File: src/rtl/pulse_meas_pkg.sv
// Shared types and constants for the pulse timing measurement block.
package pulse_meas_pkg;

   typedef enum logic [1:0] {
      IDLE,
      WAIT_DELAY,
      WAIT_WIDTH,
      HOLD
   } state_t;

   localparam int unsigned OVR_W = 8;

endpackage

File: src/rtl/pulse_meas_sync.sv
// 2-FF synchroniser followed by a registered rise/fall edge detector.
// Strobes are forced low while suppress is high.
module sync_edge (
   input  logic clk,
   input  logic reset,
   input  logic suppress,
   input  logic din,
   output logic rise,
   output logic fall
);

   // sh[0], sh[1] are the synchroniser stages; sh[2] is the previous synchronised level
   logic [2:0] sh;

   always_ff @(posedge clk) begin
      if (reset) begin
         sh   <= '0;
         rise <= 1'b0;
         fall <= 1'b0;
      end else begin
         sh   <= {sh[1:0], din};
         rise <= !suppress && sh[1] && !sh[2];
         fall <= !suppress && !sh[1] && sh[2];
      end
   end

endmodule

File: src/rtl/pulse_meas.sv
// Measures trigger-to-pulse delay and pulse width in clock cycles,
// presenting each result pair behind a valid/ack handshake.
module pulse_meas
   import pulse_meas_pkg::*;
#(
   parameter int unsigned    N       = 32,
   parameter logic [N-1:0]   TIMEOUT = N'(32'hFFFF_FFFF)
) (
   input  logic             clk,
   input  logic             reset,
   input  logic             enable,
   input  logic             trigger,
   input  logic             pulse_in,
   input  logic             meas_ack,
   output logic [N-1:0]     dl_meas,
   output logic [N-1:0]     wb_meas,
   output logic             meas_valid,
   output logic             meas_timeout,
   output logic             busy,
   output logic [OVR_W-1:0] overrun
);

   state_t       state, state_n;
   logic [N-1:0] cnt, cnt_n, cnt_inc;
   logic [N-1:0] dl_cap, dl_n;
   logic [N-1:0] dl_out_n, wb_out_n;
   logic         to_n;
   logic         ovr_hit;
   logic         timed_out;
   logic [1:0]   gate_cnt;
   logic         suppress;
   logic         trig_rise, trig_fall_unused;
   logic         pulse_rise, pulse_fall;

   // Synchroniser flops restart at 0, so a held-high input would look like an edge
   always_ff @(posedge clk) begin
      if (reset) begin
         gate_cnt <= 2'd3;
      end else if (gate_cnt != '0) begin
         gate_cnt <= gate_cnt - 2'd1;
      end
   end

   assign suppress = (gate_cnt != '0);

   sync_edge u_trig (
      .clk      (clk),
      .reset    (reset),
      .suppress (suppress),
      .din      (trigger),
      .rise     (trig_rise),
      .fall     (trig_fall_unused)
   );

   sync_edge u_pulse (
      .clk      (clk),
      .reset    (reset),
      .suppress (suppress),
      .din      (pulse_in),
      .rise     (pulse_rise),
      .fall     (pulse_fall)
   );

   assign cnt_inc    = cnt + N'(1);
   assign timed_out  = (cnt_inc >= TIMEOUT);
   assign meas_valid = (state == HOLD);
   assign busy       = (state == WAIT_DELAY) || (state == WAIT_WIDTH);

   // A measured edge wins over a timeout landing in the same cycle
   always_comb begin
      state_n  = state;
      cnt_n    = cnt_inc;
      dl_n     = dl_cap;
      dl_out_n = dl_meas;
      wb_out_n = wb_meas;
      to_n     = meas_timeout;
      ovr_hit  = 1'b0;
      unique case (state)
         IDLE: begin
            cnt_n = '0;
            if (trig_rise) begin
               if (enable) begin
                  if (pulse_rise) begin
                     dl_n    = '0;
                     state_n = WAIT_WIDTH;
                  end else begin
                     state_n = WAIT_DELAY;
                  end
               end else begin
                  ovr_hit = 1'b1;
               end
            end
         end
         WAIT_DELAY: begin
            ovr_hit = trig_rise;
            if (!enable) begin
               state_n = IDLE;
            end else if (pulse_rise) begin
               dl_n    = cnt_inc;
               cnt_n   = '0;
               state_n = WAIT_WIDTH;
            end else if (timed_out) begin
               dl_out_n = TIMEOUT;
               wb_out_n = '0;
               to_n     = 1'b1;
               state_n  = HOLD;
            end
         end
         WAIT_WIDTH: begin
            ovr_hit = trig_rise;
            if (!enable) begin
               state_n = IDLE;
            end else if (pulse_fall) begin
               dl_out_n = dl_cap;
               wb_out_n = cnt_inc;
               to_n     = 1'b0;
               state_n  = HOLD;
            end else if (timed_out) begin
               dl_out_n = dl_cap;
               wb_out_n = TIMEOUT;
               to_n     = 1'b1;
               state_n  = HOLD;
            end
         end
         HOLD: begin
            cnt_n   = '0;
            ovr_hit = trig_rise;
            if (meas_ack) begin
               state_n = IDLE;
            end
         end
      endcase
   end

   always_ff @(posedge clk) begin
      if (reset) begin
         state        <= IDLE;
         cnt          <= '0;
         dl_cap       <= '0;
         dl_meas      <= '0;
         wb_meas      <= '0;
         meas_timeout <= 1'b0;
         overrun      <= '0;
      end else begin
         state        <= state_n;
         cnt          <= cnt_n;
         dl_cap       <= dl_n;
         dl_meas      <= dl_out_n;
         wb_meas      <= wb_out_n;
         meas_timeout <= to_n;
         if (ovr_hit && (overrun != '1)) begin
            overrun <= overrun + OVR_W'(1);
         end
      end
   end

endmodule
File: config.mk
export PLATFORM = sky130hd
export DESIGN_NAME = pulse_meas
export DESIGN_NICKNAME = d
export VERILOG_FILES = /design/src/rtl/pulse_meas_pkg.sv /design/src/rtl/pulse_meas_sync.sv /design/src/rtl/pulse_meas.sv
export SDC_FILE = /design/constraint.sdc
export NUM_CORES = 1
export LEC_CHECK = 0
export CAP_MARGIN = 0
export CORE_UTILIZATION = 35
export DETAILED_ROUTE_END_ITERATION = 12
export HOLD_SLACK_MARGIN = 0.03
export SKIP_CTS_REPAIR_TIMING = 1
export SYNTH_ARGS = -nofsm -noshare
export SYNTH_HDL_FRONTEND = slang
export SYNTH_HIERARCHICAL = 1
export SYNTH_SLANG_ARGS = --single-unit
File: constraint.sdc
create_clock -name clk -period 4.9 [get_ports clk]
set_input_delay 0.49 -clock clk [delete_from_list [all_inputs] [get_ports clk]]
set_output_delay 0.49 -clock clk [all_outputs]
set_load 0.03 [all_outputs]
==> results of run 1 <==
## worst paths after layout
kind,to,slack [ns],cells after the start
max,wb_meas[30],1.19,10
min,u_trig/rise,0.41,1
max reg2reg,wb_meas[30],1.19,10
min reg2reg,u_trig/rise,0.41,1
## routing by layer
metal | vias to the layer above | wire [µm]
li1 | 2840 | -
met4 | 0 | 363
met5 | - | 0
met1 | 2726 | 8230
met3 | 25 | 837
met2 | 139 | 8350
## state kept, by name (all words and copies together) (netlist names)
name and count:
gate_cnt 2, u_pulse/fall 1, state 2, u_pulse/sh 3, u_pulse/rise 1, overrun 8
dl_cap 32, cnt 32, meas_timeout 1, wb_meas 32, u_trig/sh 3, dl_meas 32
u_trig/rise 1
## cells in the final DEF (no fill, tap or decap), drive strengths merged, types with 10 or more instances in the layout
cell and n:
xor2 17, clkdlybuf4s50 79, nand3 27, xnor2 18
nand4 16, o21ai 29, buf 11, nor3 73
a21oi 53, dfxtp 150, nor4 15, nor2 103
nand4b 19, nand2 28, ha 10, clkbuf 25
a211oi 36, nor2b 13, inv 17, o31ai 11
## worst register-to-register path: stages, from the launching register on
cell and delay (ns):
dfxtp_1 0.48, ha_1 0.37, inv_1 0.06, or4_1 0.62
nor3_1 0.25, o2111ai_1 0.18, nor4_1 0.39, and4_2 0.61
buf_4 0.38, o21ai_0 0.13, a21oi_1 0.15
## through the flow
step                std cells  power, mW
floorplan                 769       1.32
global placement         1022       1.34
detailed placement       1022       1.34
CTS                      1054       2.77
global route             1054       2.83
finish                   1054       2.75
## where the power goes
group | internal (mW) | switching, mW | total, mW
clock | 0.933 | 0.501 | 1.43
sequential | 1.23 | 0.00563 | 1.23
combinational | 0.0282 | 0.0536 | 0.0818
total | 2.19 | 0.560 | 2.75
## cell type report
class / instances / area (µm²) / area share
clock buffer: 25 / 515 / 0.0634
sequential: 150 / 3000 / 0.369
timing repair buffer: 90 / 873 / 0.107
clock inverter: 7 / 139 / 0.0171
multi-input combinational: 536 / 3250 / 0.400
inverter: 17 / 63.8 / 0.00785
tap: 229 / 287 / 0.0352
==> flow_summary.rst, run 1 <==
.. list-table::
   :header-rows: 1

   * - Metric
     - Value
   * - Fraction of final layout cells with drive strength greater than 1
     - 0.0824
   * - Antenna cell count
     - 0
   * - Final-report hold violation count
     - 0
   * - # fillers
     - ~1800
   * - CTS Buf Count
     - 17
   * - Area of the mapped netlist
     - 6570 µm²
   * - Chip Width
     - ~140 µm
   * - RSZ-0062 raised after global routing
     - no
   * - Clock tree from TritonCTS
     - yes
   * - CP peak stage delay
     - between 0.6 and 0.7 ns
   * - Slowest cell on the critical path
     - or4_1
   * - Floorplan core area
     - ~18000 µm²
   * - Sinks on the clock net
     - 150
   * - Total congestion overflow
     - 0
   * - Clock tree skew after final layout
     - 0.0104 ns
   * - Data required time at the worst endpoint
     - around 5.3 ns
   * - Finished Core Util
     - 0.446
   * - Vias in the first global route
     - approximately 5400
   * - Slew at the pin closest to its max-slew limit
     - just under 1 ns
   * - H-tree depth
     - 4
   * - Clock slew seen by the registers of the worst setup and hold paths
     - 0.06 ns
   * - Setup crit end kind
     - register
   * - Mapped Cells
     - 769
   * - Data arrival time of the critical path
     - between 4 and 5 ns
   * - Relative slew margins
     - 0.353
   * - Minimum setup slack after placement
     - about 1.2 ns
   * - Timing-limited maximum frequency
     - between 0.2 and 0.3 GHz
   * - Top-Level Pins
     - slightly above 80
   * - Final setup violation count
     - 0
   * - Met2 GRT Util
     - 0.310
   * - Critical hold path startpoint
     - u_trig/sh[2]
   * - Combined global-route utilization of all metal layers
     - 0.193
   * - Met3 track utilization from global routing
     - 0.0401
   * - Wire length of the first global-routing pass
     - slightly below 30000 µm
   * - Antenna violation net count after detailed routing
     - 0
   * - Mean routed wirelength per cell
     - roughly 17 µm
   * - Violations in the final reports
     - design-rule violations
   * - Vertical die dimension
     - approximately 140 µm
   * - Largest driver fanout on the critical path
     - 30
   * - Fin Setup TNS
     - 0 ns
   * - Power density normalized to cell area
     - 338 nW/µm²
   * - Placed cell area
     - 7470 µm²
   * - Total Wirelength
     - 17800 µm
   * - Routed via count
     - about 5700
   * - Number of nets in the final layout
     - about 830
   * - CP startpoint kind
     - register
   * - Count of input and output buffers
     - 80
   * - Std cell rows
     - roughly 50
   * - Clock latency reported for the late side of the worst-skew pair
     - approximately 0.43 ns
   * - DPL Wire Length
     - approximately 12000 µm
   * - Detailed-routing iteration count for the pre-antenna-repair pass
     - 11
   * - Maximum clock insertion buffer count
     - 2
   * - Area of all placed cells without fillers
     - slightly above 8000 µm²
   * - Routability Congestion
     - just under 0.9
   * - Worst Path Buf+Inv
     - 2
   * - GR met1 Demand/Resource
     - 0.252
   * - Synth-to-Final Area Change
     - 23.7%
   * - Worst setup path start
     - cnt[0]
   * - Fin worst setup slack
     - approximately 1.2 ns
   * - Status
     - finished with violations
   * - Maximum number of pins on one net before global-route repair
     - just over 100
   * - Reg2Reg Launch Point
     - cnt[0]
   * - Maximum vdd drop
     - around 0.19 mV
   * - DIE AREA
     - just under 20000 µm²
   * - Mean cell area of the mapped netlist
     - 8.55 µm²
   * - Violation count after the first detailed-routing iteration
     - roughly 430
   * - Initial core utilization
     - 0.361
   * - Type of the worst min-delay path
     - reg -> reg
   * - Lkg Pwr
     - between 2 and 3 nW
   * - Number of antenna violations at the first check in global routing
     - 0
   * - DRC violations left
     - 7
   * - Worst setup path class
     - reg -> reg
   * - Hold slack
     - 0.411 ns
   * - Via count normalized by instance count
     - roughly 5.4
   * - Syn Nets
     - just under 800
   * - CP cell instances
     - ha_1, inv_1, or4_1, nor3_1, o2111ai_1, nor4_1, and4_2, buf_4, o21ai_0, a21oi_1
   * - Peak-usage layer in the global routing report
     - met2
   * - Clock root buffer
     - clkbuf_16
   * - Category of cells accounting for the largest share of critical-path delay
     - simple AND/OR/NAND/NOR gates
   * - Total number of yosys warnings
     - 6
   * - Post-route fraction of the period consumed by the critical path
     - 0.758
   * - Number of max-slew violations in the final report
     - 0
   * - Final critical-path required period
     - approximately 3.7 ns
   * - Max cap viols
     - 0
No activity file was read; power rests on OpenSTA's default activity.
==> inputs of run 2 (changes only) <==
- clock period: 4.9 -> 3.6 ns (I/O delays scaled with it)
==> flow_summary.rst, run 2 (synthesized netlist as in run 1, its figures left out) <==
.. list-table::
   :header-rows: 1

   * - Metric
     - Value
   * - Status
     - finished with violations
   * - Violations in the final reports
     - design-rule violations
   * - Violation count after the first detailed-routing iteration
     - 409
   * - Clock root buffer
     - clkbuf_16
   * - Synth-to-Final Area Change
     - 24.6%
   * - Commonest cells after routing, fill and taps aside
     - dfxtp_1 (150), nor2_1 (101), clkdlybuf4s50_1 (79)
   * - Maximum clock insertion buffer count
     - 2
   * - Clock tree from TritonCTS
     - yes
   * - Clock slew seen by the registers of the worst setup and hold paths
     - 0.06 ns
   * - H-tree depth
     - 4
   * - Total Wirelength
     - ~18000 µm
   * - Fin Setup TNS
     - 0 ns
   * - Top-Level Pins
     - roughly 80
   * - CP cell instances
     - ha_1, inv_1, or4_1, nor3_1, o2111ai_1, nor4_1, and4_2, buf_4, nor3_1, nor3_1
   * - Number of nets in the final layout
     - between 800 and 900
   * - Combined global-route utilization of all metal layers
     - 0.195
   * - CTS Buf Count
     - 17
   * - Detailed-routing iteration count for the pre-antenna-repair pass
     - 9
   * - Sinks on the clock net
     - 150
   * - CP startpoint kind
     - register
   * - Post-route fraction of the period consumed by the critical path
     - 0.905
   * - Data required time at the worst endpoint
     - between 3 and 4 ns
   * - Setup crit end kind
     - register
   * - PnR Total Power
     - roughly 3.5 mW
   * - Antenna violation net count after detailed routing
     - 0
   * - Floorplan core area
     - approximately 18000 µm²
   * - Relative slew margins
     - 0.315
   * - Initial core utilization
     - 0.361
   * - Layout Cells excl Fill
     - approximately 1100
   * - DRC violations left
     - 7
   * - Chip Width
     - between 100 and 150 µm
   * - Routed via count
     - slightly below 6000
   * - Fraction of final layout cells with drive strength greater than 1
     - 0.0987
   * - Most used cell, CP
     - nor3_1
   * - Maximum number of pins on one net before global-route repair
     - 94
   * - Final setup violation count
     - 0
   * - CP peak stage delay
     - 0.59 ns
   * - Slew at the pin closest to its max-slew limit
     - roughly 1.0 ns
   * - Number of max-slew violations in the final report
     - 0
   * - Lkg Pwr
     - roughly 2.7 nW
   * - Timing-limited maximum frequency
     - slightly above 0.3 GHz
   * - Type of the worst min-delay path
     - in -> reg
   * - Clock tree skew after final layout
     - 0.00908 ns
   * - Mean routed wirelength per cell
     - 17.0 µm
   * - Via count normalized by instance count
     - approximately 5.5
   * - Data arrival time of the critical path
     - between 3 and 4 ns
   * - Power density normalized to cell area
     - around 430 nW/µm²
   * - Final-report hold violation count
     - 0
   * - Number of antenna violations at the first check in global routing
     - 0
   * - DPL Wire Length
     - roughly 12000 µm
   * - Total congestion overflow
     - 0
   * - Routability Congestion
     - slightly above 0.9
   * - Antenna cell count
     - 0
   * - Area of all placed cells without fillers
     - between 8000 and 9000 µm²
   * - Placed cell count
     - approximately 1000
   * - Count of input and output buffers
     - 80
   * - Number of cells on the worst reg-to-reg path
     - 10
   * - RSZ-0062 raised after global routing
     - no
   * - Leading cell type in the layout, fill and taps excluded
     - dfxtp_1
   * - Clock latency reported for the late side of the worst-skew pair
     - 0.43 ns
   * - Largest driver fanout on the critical path
     - 30
   * - Maximum vdd drop
     - between 0.2 and 0.3 mV
   * - Std cell rows
     - ~50
   * - Wire length of the first global-routing pass
     - between 20000 and 30000 µm
   * - Vias in the first global route
     - between 5000 and 6000
   * - Final critical-path required period
     - 3.26 ns
   * - Worst setup path class
     - reg -> reg
   * - Slowest cell on the critical path
     - or4_1
   * - Vertical die dimension
     - 139 µm
   * - Max cap viols
     - 0
   * - DIE AREA
     - slightly below 20000 µm²
   * - Placed cell area
     - 7630 µm²
   * - Hold path cells
     - 2
run 2: cell types whose count changed in the layout (fill, tap and decap cells not counted), sizes merged:
cell / before / now
buf: 11 / 29
clkbuf: 25 / 21
bufinv: 4 / 2
clkinv: 3 / 5
clkinvlp: 0 / 2
run 2: layout make-up:
| type | count | area, µm² |
|---|---|---|
| tap | 229 | 287 |
| inverter | 17 | 63.8 |
| clock inverter | 9 | 104 |
| clock buffer | 21 | 460 |
| fill | 1812 | 10000 |
| timing repair buffer | 108 | 1030 |
| multi-input combinational | 536 | 3240 |
| sequential | 150 | 3000 |
run 2: power by group:
part           total [mW]  switching (mW)  internal, mW  leakage (nW)
Clock                1.71           0.668          1.04         0.275
Sequential           1.68         0.00726          1.67          1.21
Combinational       0.113          0.0733        0.0397          1.17
Total                3.50           0.748          2.75          2.65
run 2: layer usage:
layer	part of all wire	GRT usage	wire length, µm
met4	0.035	0.0977	642
met5	0	0	0
met3	0.050	0.0380	902
met2	0.46	0.307	8310
met1	0.46	0.256	8320
run 2: critical path, delay by kind of cell, from the launching register on:
family | cells | cell delay [ns]
compound gates | 1 | 0.17
fa+ha+maj | 1 | 0.23
buf+inv | 2 | 0.38
flops | 1 | 0.48
simple gates | 6 | 1.92
run 2: worst paths after layout:
kind | start | to | slack [ns]
worst min-delay path | reset | u_pulse/sh[1] | 0.40
worst max-delay path | cnt[0] | dl_meas[17] | 0.34
worst min register to register | u_trig/sh[2] | u_trig/rise | 0.42
worst max register to register | cnt[0] | dl_meas[17] | 0.34
run 2: metrics by stage:
| step | worst slack [ns] | hold slack [ns] | utilization |
|---|---|---|---|
| floorplan | 0.695 | 0.392 | - |
| global placement | 0.447 | 0.398 | 0.419 |
| detailed placement | 0.383 | 0.409 | 0.419 |
| CTS | 0.364 | 0.407 | 0.450 |
| global route | 0.0943 | 0.431 | 0.450 |
| finish | 0.343 | 0.397 | 0.450 |
==> inputs of run 3 (changes only) <==
- CORE_UTILIZATION: 35 -> 56
- PLACE_DENSITY: default -> 0.8
==> flow_summary.rst, run 3 (synthesized netlist as in run 1, its figures left out) <==
.. list-table::
   :header-rows: 1

   * - Metric
     - Value
   * - Maximum number of pins on one net before global-route repair
     - 68
   * - Routability Congestion
     - a little under 1
   * - H-tree depth
     - 4
   * - Fin Setup TNS
     - 0 ns
   * - Maximum vdd drop
     - roughly 0.32 mV
   * - Number of antenna violations at the first check in global routing
     - 0
   * - Power share of the combinational group
     - 0.032
   * - Floorplan core area
     - around 11000 µm²
   * - Count of input and output buffers
     - 80
   * - Sinks on the clock net
     - 150
   * - DIE AREA
     - 12200 µm²
   * - Clock root buffer
     - clkbuf_16
   * - FF-to-FF setup slack
     - between 0.2 and 0.25 ns
   * - Initial core utilization
     - 0.576
   * - DRC violations left
     - 0
   * - Slew at the pin closest to its max-slew limit
     - about 1.2 ns
   * - Data required time at the worst endpoint
     - roughly 3.9 ns
   * - Post-route fraction of the period consumed by the critical path
     - 0.936
   * - Setup crit end kind
     - register
   * - Status
     - complete, no violations
   * - Worst setup path class
     - reg -> reg
   * - Switch share
     - 0.209
   * - Chip Width
     - between 100 and 150 µm
   * - Clock slew seen by the registers of the worst setup and hold paths
     - about 0.06 ns
   * - Clk pwr share
     - 0.468
   * - Violation count after the first detailed-routing iteration
     - 392
   * - Leading cell type in the layout, fill and taps excluded
     - dfxtp_1
   * - Wire length of the first global-routing pass
     - roughly 27000 µm
   * - Std cell rows
     - 39
   * - Total Wirelength
     - around 17000 µm
   * - Power density normalized to cell area
     - about 420 nW/µm²
   * - Data arrival time of the critical path
     - between 3 and 4 ns
   * - Antenna cell count
     - 0
   * - Hold path cells
     - 1
   * - Final setup violation count
     - 0
   * - Number of nets in the final layout
     - between 800 and 900
   * - Final critical-path required period
     - 3.37 ns
   * - # fillers
     - around 900
   * - Number of max-slew violations in the final report
     - 0
   * - Commonest cells after routing, fill and taps aside
     - dfxtp_1 (149), nor2_1 (101), clkdlybuf4s50_1 (79)
   * - Net switching power
     - ~0.70 mW
   * - Antenna violation net count after detailed routing
     - 0
   * - Final-report hold violation count
     - 0
   * - Synth-to-Final Area Change
     - 22.0%
   * - Share of power burned in registers
     - 0.499
   * - Type of the worst min-delay path
     - reg -> reg
   * - Timing-limited maximum frequency
     - 0.297 GHz
   * - Internal cell power
     - about 2.7 mW
   * - Detailed-routing iteration count for the pre-antenna-repair pass
     - 5
   * - Clock latency reported for the late side of the worst-skew pair
     - ~0.42 ns
   * - DPL Wire Length
     - 11800 µm
   * - Routed via count
     - roughly 5900
   * - CTS Buf Count
     - 17
   * - Relative slew margins
     - 0.209
   * - Combined global-route utilization of all metal layers
     - 0.290
   * - Clock tree skew after final layout
     - approximately 0.0067 ns
   * - Vertical die dimension
     - roughly 110 µm
   * - CP startpoint kind
     - register
   * - Lkg Pwr
     - between 2 and 3 nW
   * - Largest driver fanout on the critical path
     - 18
   * - Maximum clock insertion buffer count
     - 2
   * - Top-Level Pins
     - about 80
   * - Mean routed wirelength per cell
     - ~17 µm
   * - Via count normalized by instance count
     - ~6.0
   * - Clock tree from TritonCTS
     - yes
   * - Number of cells on the worst reg-to-reg path
     - 9
   * - PnR Total Power
     - between 3 and 4 mW
   * - Max cap viols
     - 0
   * - Vias in the first global route
     - 5255
   * - Finished Core Util
     - 0.702
   * - Fraction of final layout cells with drive strength greater than 1
     - 0.0954
   * - Total congestion overflow
     - 0
   * - RSZ-0062 raised after global routing
     - no
==> run 3: cell count changes in the layout (fill, tap and decap cells not counted), sizes merged <==
cell / previous run / this run
clkbuf: 21 / 23
buf: 29 / 28
bufinv: 2 / 1
clkinvlp: 2 / 0
==> run 3: per-layer routing <==
layer	global-route usage	vias up	part of all wire	routed length [µm]
met2	0.473	205	0.48	8310
li1	-	2861	-	-
met3	0.0653	33	0.063	1080
met1	0.369	2811	0.43	7380
met5	0	-	0	0
met4	0.117	0	0.023	395
==> run 3: worst paths after layout <==
kind | start | to
max reg2reg | cnt[1] | wb_meas[21]
max | cnt[1] | wb_meas[21]
min | u_trig/sh[2] | u_trig/rise
min reg2reg | u_trig/sh[2] | u_trig/rise
==> run 3: critical path, cell delays in order (launching register included) <==
cell,delay (ns)
dfxtp_1,0.46
nand4_2,0.21
or4_4,0.60
nor4_2,0.33
xnor2_1,0.30
nor4_2,0.13
and4_1,0.19
buf_4,0.19
nor2_2,0.56
o21ai_0,0.23
==> run 3: per-stage QoR <==
stage	hold WS, ns	setup WS (ns)	instance area [µm²]	std cells
after global routing	0.419	0.0418	8020	982
after global placement	0.400	0.224	7500	953
after CTS	0.413	0.181	8010	982
final	0.411	0.230	8020	982
after detailed placement	0.408	0.188	7500	953
after floorplan	0.392	0.695	6570	769
==> run 3: power by group through the flow <==
stage	combinational (mW)	sequential [mW]	clock, mW
finish	0.109	1.68	1.58
global route	0.120	1.68	1.67
CTS	0.109	1.68	1.59
detailed placement	0.109	1.71	0
global placement	0.104	1.71	0
floorplan	0.0836	1.71	0
==> run 3: final cells by class <==
type	count	area, µm²	share of cell area
clock buffers	23	458	0.0571
clock inverters	6	55.1	0.00687
inverters	17	63.8	0.00796
multi-input cells	536	3250	0.405
flip-flops and latches	150	3000	0.375
well taps	143	179	0.0223
repair buffers	107	1010	0.126
==> patch 1, RTL diff (flow settings as in run 2) <==
Encoding of `state_t`: now Gray code (2 bits for 4 states).
--- a/src/rtl/pulse_meas_pkg.sv
+++ b/src/rtl/pulse_meas_pkg.sv
@@ -2,10 +2,10 @@
 package pulse_meas_pkg;
 
    typedef enum logic [1:0] {
-      IDLE,
-      WAIT_DELAY,
-      WAIT_WIDTH,
-      HOLD
+      IDLE       = 2'b00,
+      WAIT_DELAY = 2'b01,
+      WAIT_WIDTH = 2'b11,
+      HOLD       = 2'b10
    } state_t;
 
    localparam int unsigned OVR_W = 8;
Behaviour: no difference found for any inputs over 10 cycles, from zero or initial values and one cycle with reset high; not proved beyond that.
==> patch 1 against run 2 <==
Sequential cell count unchanged; final area up 18%; routed wire length up 36%; largest cell class unchanged; maximum frequency down 5.2%; total power down 1.4%; clock power about the same; highest routed layer unchanged; worst setup slack worse by 0.18 ns; area after synthesis up 22%.
==> patch 1: results (changes against run 2) <==
sta:
  worst_pin_slew_ns: 1.10  # +0.0725 ns
  fin_skew_ns: 0.0103  # +0.00118 ns
  finalCritPeriodShare: 0.955  # +0.0499
placement:
  io_buffers: 80  # unchanged
  globalplace.congestion: 0.920  # +0.95%
  dp_hpwl_um: 15200  # +23%
  dp_slack_ns: 0.183  # -0.200 ns
drt:
  drt-vias-per-instance: 5.94  # +8.8%
  detail_route.wirelength_um: 24800  # +36%
  drt_pre_antenna_iters: 5  # -4
  wire_per_inst_um: 18.6  # +9.3%
  drt_iter0_markers: 729  # +78%
grt:
  grt_pass1_wl_um: 40000  # +34%
  grt_max_degree: 133  # +41%
  grtUsageMet2: 0.316  # +0.00900
  met1_usage: 0.310  # +0.0539
  grt_usage: 0.211  # +0.0157
  met3_usage: 0.0397  # +0.00176
  grt_pass1_vias: 7174  # +30%
critical_path:
  crit_family: "simple AND/OR/NAND/NOR gates"
  r2r_slack_ns: 0.16  # -0.18 ns
  cp_max_fo: 43  # +43%
  max_stage_delay_ns: 0.61  # +0.02 ns
  arrival_ns: 3.73  # +0.13 ns
  rr_worst_depth: 10  # unchanged
  worstReg2RegStart: "cnt[0]"
  critPathSlowestCell: "or4_1"
  r2r_end: "wb_meas[1]"
clock_tree:
  cts_max_level: 4  # unchanged
  clk_pin_slew_worst_paths_ns: 0.06  # about the same
  clk_path_buf_depth: 2  # unchanged
  worstSkewPairLatency_ns: 0.43  # about the same
  cts_buffers: 17  # unchanged
min_path:
  hold_path_class: "in -> reg"
  min-delay-start: "reset"
  worstHoldEndpoint: "gate_cnt[0]"
  min_path_cells: 3  # +1
synthesis:
  avgSynthCellArea_um2: 7.92  # -7.4%
finish:
  drive_above_1_share: 0.109  # +0.00988
  nNetsFinal: 1048  # +24%
power_and_ir_drop:
  ir_drop_mv: 0.242  # -10%
  p_leak_nw: 3.18  # +20%
outcome:
  status: "finished clean"
patch 1: power breakdown:
part           switching [mW]  internal, mW
Combinational          0.0539        0.0189
Sequential            0.00377          1.67
Clock                   0.729         0.980
patch 1: per-stage QoR:
stage	area, um2	hold WS (ns)
2_1_floorplan	8050	0.392
3_3_place_gp	9070	0.403
3_5_place_dp	9070	0.429
4_1_cts	9630	0.349
5_1_grt	9630	0.384
6_report	9630	0.361
patch 1: worst max-delay path by stage:
stage	cells after the start	endpoint	start
detailed placement	10	wb_meas[1]	cnt[0]
global placement	10	wb_meas[1]	cnt[0]
floorplan	11	dl_meas[10]	cnt[0]
CTS	10	wb_meas[13]	cnt[0]
finish	10	wb_meas[1]	cnt[0]
global route	10	wb_meas[0]	cnt[0]
patch 1: final cells by class:
cell class	count	area, um2
flip-flops and latches	150	3000
well taps	285	357
clock buffers	19	453
inverters	11	43.8
clock inverters	12	106
fillers	2252	12900
multi-input cells	745	4570
repair buffers	113	1100
patch 1: worst min-delay path, stage by stage:
cell,delay [ns]
buf_2,0.11
inv_4,0.16
nand2_1,0.11
patch 1: per-layer routing:
metal / vias to the layer above / wire length [um]
li1: 3835 / -
met4: 0 / 238
met5: - / 0
met3: 22 / 1540
met2: 320 / 11100
met1: 3757 / 12000
==> patch 2, RTL diff (flow settings as in run 2) <==
Without the edit above. Set the parameter `N` to 48 (it was 32).
--- a/src/rtl/pulse_meas.sv
+++ b/src/rtl/pulse_meas.sv
@@ -3,7 +3,7 @@
 module pulse_meas
    import pulse_meas_pkg::*;
 #(
-   parameter int unsigned    N       = 32,
+   parameter int unsigned    N       = 48,
    parameter logic [N-1:0]   TIMEOUT = N'(32'hFFFF_FFFF)
 ) (
    input  logic             clk,
Ports: changed (resized dl_meas and wb_meas); port bits go from 81 to 113. No check against the original RTL was run, so the function may have changed too.
==> patch 2 against run 2 <==
Via count increased by 45%; worst setup slack got worse by 0.28 ns; final area increased by 63%; non-clock buffer count increased by 118; sequential cell count increased by 64; critical path type unchanged; area after synthesis increased by 52%; highest routed layer unchanged; routed wire length increased by 56%; largest cell class unchanged; critical endpoint is now wb_meas[4]; total power increased by 44%.
==> patch 2: results (changes against run 2) <==
clock_tree:
  worstSkewPairLatency_ns: 0.52  # +0.09 ns
  clk_path_buf_depth: 3  # +1
  root_buffer: "clkbuf_16"
  cts_max_level: 1  # -3
  clk_pin_slew_worst_paths_ns: 0.06  # about the same
  cts_buffers: 24  # +7
synthesis:
  synth_warnings: 6  # unchanged
  synth_nets: 1133  # +44%
  avgSynthCellArea_um2: 8.95  # +4.7%
critical_path:
  worstReg2RegStart: "cnt[37]"
  cp_max_fo: 5  # -83%
  arrival_ns: 3.94  # +0.34 ns
  r2r_end: "wb_meas[4]"
  rr_worst_depth: 13  # +3
grt:
  grt_max_degree: 124  # +32%
  grt_pass1_vias: 8030  # +45%
  grt_antenna_before_repair: 0  # unchanged
  grt_usage: 0.185  # -0.0105
  grt_pass1_wl_um: 43300  # +45%
finish:
  n_antenna_cell: 0  # unchanged
  drive_above_1_share: 0.171  # +0.0722
  final_cells: 1683  # +57%
  fill_cells: 2704  # +49%
  nNetsFinal: 1303  # +54%
placement:
  dp_cells: 1618  # +56%
  placed_area_um2: 11900  # +57%
  io_buffers: 112  # +40%
  dp_hpwl_um: 19100  # +55%
  dp_slack_ns: 0.0315  # -0.352 ns
  globalplace.congestion: 0.940  # +3.1%
sta:
  finalSetupViolations: 0  # unchanged
  post-route-worst-setup-slack_ns: 0.0597  # -0.283 ns
  fin_skew_ns: 0.0147  # +0.00564 ns
  worst_pin_slew_ns: 0.721  # -0.307 ns
  holdWs_ns: 0.177  # -0.220 ns
drt:
  vias: 8470  # +45%
  drt_pre_antenna_iters: 5  # -4
  final_antenna_net_count: 0  # unchanged
  detail_route.wirelength_um: 28400  # +56%
  drt_iter0_markers: 497  # +22%
min_path:
  min-delay-start: "reset"
  hold_path_class: "in -> reg"
  min_path_cells: 2  # unchanged
  worstHoldEndpoint: "overrun[0]"
power_and_ir_drop:
  netSwitchingFraction: 0.215  # +0.00159
  p_leak_nw: 5.18  # +95%
  ir_drop_mv: 0.278  # +2.9%
outcome:
  status: "finished clean"
[patch 2: routing by layer]
metal | track usage | vias up | share of wire
met4 | 0.0466 | 0 | 0.017
li1 | - | 4165 | -
met1 | 0.271 | 4091 | 0.50
met3 | 0.0222 | 40 | 0.047
met5 | 0 | - | 0
met2 | 0.285 | 174 | 0.44
[patch 2: worst max-delay path, cell delays in order, from the launching register on]
cell and delay, ns:
dfxtp_1 0.35, nand4_1 0.17, or4_4 0.56, or3_1 0.32, or3_4 0.40, xnor2_4 0.16
a2111oi_4 0.27, buf_4 0.17, nand3_4 0.08, a31oi_4 0.22, buf_6 0.14, clkbuf_16 0.15
buf_12 0.11, mux2_1 0.32
[patch 2: how the worst max path moves through the flow]
stage / startpoint / to / cells after the start
CTS: cnt[38] / dl_meas[36] / 12
global placement: cnt[38] / dl_meas[24] / 11
global route: cnt[33] / wb_meas[4] / 13
detailed placement: cnt[38] / wb_meas[42] / 12
floorplan: cnt[9] / dl_meas[17] / 11
finish: cnt[37] / wb_meas[4] / 13
[patch 2: area by class of cell]
type	instances	area, um2	share of cell area
clock buffers	36	727	0.0545
repair buffers	226	2220	0.166
multi-input cells	775	5350	0.401
flip-flops and latches	214	4300	0.322
inverters	47	176	0.0132
clock inverters	7	95.1	0.00713
well taps	378	473	0.0354
[patch 2: power by group through the flow]
stage	Clock [mW]	Combinational, mW	Sequential [mW]
final	2.53	0.143	2.38
after global placement	0	0.141	2.44
after CTS	2.58	0.143	2.38
after detailed placement	0	0.142	2.44
after floorplan	0	0.107	2.43
after global routing	2.68	0.158	2.38
